$ cat src/rtl/expr_string_gen.sv
// expr_string_gen: collects digit/operator tokens and streams them out as an
// ASCII expression "d op d op ... d" over a valid/ready byte interface.
module expr_string_gen #(
  parameter int MAX_OPS = 8
) (
  input  logic       clk,
  input  logic       clr,
  input  logic       push_valid,
  output logic       push_ready,
  input  logic [3:0] push_digit,
  input  logic       push_op,
  input  logic       push_last,
  output logic [7:0] out,
  output logic       out_valid,
  input  logic       out_ready,
  output logic       out_last,
  output logic       err
);
  localparam int CW = $clog2(MAX_OPS + 1);
  localparam int IW = MAX_OPS > 1 ? $clog2(MAX_OPS) : 1;
  localparam logic [CW-1:0] ONE = CW'(1);
  localparam logic [CW-1:0] MAX = CW'(MAX_OPS);
  typedef enum logic [1:0] {LOAD, SEND_DIG, SEND_OP} state_t;
  state_t state, state_n;
  logic [CW-1:0] count, idx, nxt;
  logic [3:0] dig [2**IW];
  logic op [2**IW];
  logic [3:0] dval;
  logic acc, fin;
  assign push_ready = state == LOAD;
  assign out_valid = state != LOAD;
  assign acc = push_valid && push_ready;
  assign fin = push_last || count + ONE == MAX;
  assign dval = push_digit > 4'd9 ? 4'd0 : push_digit;
  assign nxt = idx + ONE;
  always_comb begin
    state_n = state;
    state_n = state == LOAD ? (acc && fin ? SEND_DIG : LOAD) :
              state == SEND_DIG ? (out_ready ? (out_last ? LOAD : SEND_OP) : SEND_DIG) :
              (out_ready ? SEND_DIG : SEND_OP);
  end
  always_ff @(posedge clk) state <= clr ? LOAD : state_n;
  always_ff @(posedge clk) begin
    if (clr) begin
      count    <= '0;
      idx      <= '0;
      out      <= 8'h00;
      out_last <= 1'b0;
      err      <= 1'b0;
    end else begin
      if (acc) begin
        dig[count[IW-1:0]] <= dval;
        op[count[IW-1:0]]  <= push_op;
        count <= count + ONE;
        err   <= err | (push_digit > 4'd9);
        // the first digit may be the token arriving this very cycle
        if (fin) begin
          idx      <= '0;
          out      <= 8'h30 + {4'h0, count == '0 ? dval : dig[0]};
          out_last <= count == '0;
        end
      end
      if (state == SEND_DIG && out_ready) begin
        if (out_last) count <= '0;
        else begin
          out      <= op[idx[IW-1:0]] ? 8'h2A : 8'h2B;
          out_last <= 1'b0;
        end
      end
      if (state == SEND_OP && out_ready) begin
        idx      <= nxt;
        out      <= 8'h30 + {4'h0, dig[nxt[IW-1:0]]};
        out_last <= nxt == count - ONE;
      end
    end
  end
endmodule

$ cat config.mk
export PLATFORM = sky130hd
export DESIGN_NAME = expr_string_gen
export DESIGN_NICKNAME = d
export VERILOG_FILES = /design/src/rtl/expr_string_gen.sv
export SDC_FILE = /design/constraint.sdc
export NUM_CORES = 1
export LEC_CHECK = 0
export CORE_MARGIN = 2
export CORE_UTILIZATION = 52
export CTS_CLUSTER_SIZE = 8
export DETAILED_ROUTE_END_ITERATION = 10
export PLACE_DENSITY = 0.75
export SLEW_MARGIN = 20
export SYNTH_ARGS = -nofsm -noshare
export SYNTH_HDL_FRONTEND = slang
export SYNTH_SLANG_ARGS = --single-unit
$ cat constraint.sdc
create_clock -name clk -period 1.8 [get_ports clk]
set_input_delay 0.36 -clock clk [delete_from_list [all_inputs] [get_ports clk]]
set_output_delay 0.36 -clock clk [all_outputs]
set_load 0.1 [all_outputs]
==> results.py <==
metrics = {
    "cells_and_area": {
        "antenna_cells": 0,
        "area_growth_pct": 34.9,
        "seq_area_sq_um": 1670,
        "multi_input_area_sq_um": 1130,
        "nFillCells": 325,
        "drive_above_1_share_pct": 40.5,
        "nets": 271,
    },
    "die": {
        "die_w_microns": 76.8,
        "start_util_pct": 53.9,
        "die_y_microns": 76.8,
        "io_pins": 22,
        "fp.coreArea_sq_um": 5110,
        "dieArea_sq_um": 5890,
        "row_count": 26,
    },
    "timing": {
        "finalCritPeriodShare_pct": 101,
        "final-hold-violation-count": 0,
        "drv_slew": 0,
        "finalSetupTns_ns": -0.0185,
        "finalWorstSetupSlack_ns": -0.0133,
        "relSlewSlack_pct": 75.5,
        "worstMarginPinSlew_ns": 0.367,
        "max_freq_ghz": 0.551,
        "finalSetupViolCount": 2,
        "hold-worst-slack_ns": 0.495,
        "rsz0062_at_grt": "true",
        "finClkSkew_ns": 0.0109,
        "period_needed_ns": 1.81,
    },
    "synthesis": {
        "postSynth.topFlopCell": "edfxtp_1",
        "synth_compound_area_share_pct": 6.27,
        "synth_top_area_share_pct": 43.6,
        "yosysSeqAreaShare_pct": 60.4,
        "synth-edff-count": 40,
        "yosys_warnings": 0,
        "syn_avg_cell_area_sq_um": 13.8,
        "yosysMostFrequentCell": "edfxtp_1",
        "synthSimpleGateAreaFrac_pct": 13.7,
        "async_flop_share_pct": 0,
        "synth_fa_ha_area_share_pct": 1.82,
        "syn_area_sq_um": 2750,
        "netlist_instances": 200,
        "synth.distinct_cells": 41,
        "synth_xor_area_share_pct": 3.50,
        "synth_top_area_cell": "edfxtp_1",
        "synth.net_count": 214,
        "muxShareOfSynthArea_pct": 11.6,
        "synth_common_cells": "edfxtp_1, dfxtp_1, nor2_1",
        "yosys-top-cells-area": "edfxtp_1, dfxtp_1, mux4_2",
        "synth_seq_cells": 63,
        "synth_top_family_by_area": "simple AND/OR/NAND/NOR gates",
    },
    "global_route": {
        "grt_max_degree": 17,
        "grt_pass1_vias": 2036,
        "grt_pass1_wl_mm": 11.0,
        "track_usage_pct": 25.0,
        "grt_antenna_before_repair": 0,
        "gr-total-overflow": 0,
    },
    "pwr": {
        "ir_worst_vdd_v": 0.000587,
        "leakagePower_uw": 0.00134,
        "power_uw": 3400,
        "powerDensity_nw_per_um2": 917,
    },
    "routing": {
        "drc_errors": 0,
        "dr.first_iter.drc_count": 161,
        "dr.pass1.iters": 4,
        "wl_per_cell_microns": 20.0,
        "drtAntennaViolNets": 0,
        "dr_total_vias": 1879,
        "wl_mm": 6.64,
        "vias_per_cell": 5.66,
    },
    "critical_path": {
        "slowest_delay_ns": 0.49,
        "reg2reg_depth": 5,
        "critPathSlowestCell": "mux4_2",
        "start_kind": "register",
        "required_ns": 2.01,
        "path_buf_inv": 0,
        "endpoint_kind": "register",
        "cp.arrival_ns": 2.03,
        "crit_family": "multiplexers",
        "crit_type": "reg2reg",
        "cp.depth": 5,
        "cp_max_fo": 4,
        "crit_chain": "ha_4 > mux4_2 > mux2_2 > a32oi_2 > o311ai_1",
    },
    "clock_tree": {
        "postCtsHoldBufs": 0,
        "root_buffer": "clkbuf_8",
        "clock_path_buffers": 2,
        "cts_num_sinks": 63,
        "cts_tree": "built",
        "cts_inserted_buffers": 9,
        "htreeDepth": 3,
        "clkLatencyLatePin_ns": 0.34,
        "clk_pin_slew_ns": 0.07,
    },
    "placed_design": {
        "dp_hpwl_mm": 4.62,
        "pre_cts_ws_ns": -0.197,
        "io_buffers": 21,
        "routabilityCongestion": 0.853,
    },
    "run_status": {
        "status": "complete, but fails checks",
        "violations": "setup timing",
    },
    "worst_hold_path": {
        "hold_path_class": "reg2reg",
        "hold_depth": 2,
    },
    "job": {
        "max-cap-violations": 0,
    },
}
[power by group]
group | internal, uW | total [uW] | switching (uW)
clock | 652 | 1180 | 525
sequential | 1570 | 1610 | 31.8
combinational | 262 | 620 | 358
[path summary, 6_finish.rpt]
kind / startpoint / to / slack [ns]
max: idx[0]$_SDFFE_PP0P_ / out[0]$_SDFF_PP0_ / -0.01
min: idx[3]$_SDFFE_PP0P_ / idx[3]$_SDFFE_PP0P_ / 0.49
max reg2reg: idx[0]$_SDFFE_PP0P_ / out[0]$_SDFF_PP0_ / -0.01
min reg2reg: idx[3]$_SDFFE_PP0P_ / idx[3]$_SDFFE_PP0P_ / 0.49
[stage by stage]
step | instances | utilization (%) | cell area [sq um]
after floorplan | 200 | - | 2870
final | 332 | 72.7 | 3710
after global routing | 332 | 72.7 | 3710
after CTS | 332 | 72.4 | 3700
after detailed placement | 309 | 67.0 | 3420
after global placement | 309 | 67.0 | 3420
[flip-flops by register name, indices dropped and copies added (netlist names), named ones only]
register and count:
dig 32, op 8, out 8, count 4
idx 4, state 2, err 1, out_last 1
[layout make-up]
type / count / area share [%]
Timing Repair Buffer: 55 / 16.3
Clock inverter: 3 / 0.404
Multi-Input combinational cell: 124 / 30.5
Clock buffer: 13 / 4.85
Tap cell: 70 / 2.36
Inverter: 4 / 0.506
Sequential cell: 63 / 45.1
[cell usage in the layout (no fill, tap or decap), types with 2 or more instances in the layout]
master           netlist  layout
a21oi_1               10      10
a31oi_1                2       2
and3_2                 3       3
buf_12                 0      13
buf_4                  1      31
buf_6                  2       2
clkbuf_8               0      11
clkdlybuf4s50_1        0       9
clkinv_2               0       3
dfxtp_1               23      18
dfxtp_2                0       3
dfxtp_4                0       2
edfxtp_1              40      40
ha_1                   4       3
inv_1                  4       3
mux2_2                 4       4
mux2i_1                5       5
mux4_2                10      10
nand2_1                8       7
nand2_2                1       2
nand2b_1               3       3
nand3_1                3       3
nand4_1                8       8
nor2_1                17      11
nor2_4                 0       6
nor2b_1                5       5
nor3_1                 6       4
nor3_4                 0       2
nor3b_4                1       2
o311a_1                2       2
o311ai_1               2       2
or2_4                  0       2
or3_4                  0       2
xnor2_1                4       4
xor2_1                 7       7
[routing by layer]
layer	global-route usage [%]	up-vias	wire, microns
met2	42.0	54	3500
met1	31.4	940	2710
li1	-	874	-
met4	11.1	0	132
met5	0	-	0
met3	5.06	11	292
[tightest hold or removal path, stage by stage (launching register included)]
cell and delay (ns):
dfxtp_1 0.32, nand4_1 0.07, a21oi_1 0.06
[logic make-up after synthesis]
| kind of cell | after synthesis |
|---|---|
| compound gates | 23 |
| mux | 19 |
| fa+ha+maj | 4 |
| simple gates | 67 |
| flops | 63 |
| xor+xnor | 11 |
| buf+inv | 13 |
[what timing repair did]
| item | 4_1_cts | 5_1_grt |
|---|---|---|
| setup buffers | 7 | 1 |
| gates resized for setup | 5 | 5 |
| setup endpoints to repair | 9 | 16 |
| pin swaps | 5 | 3 |
(Power assumes the default switching activity.)
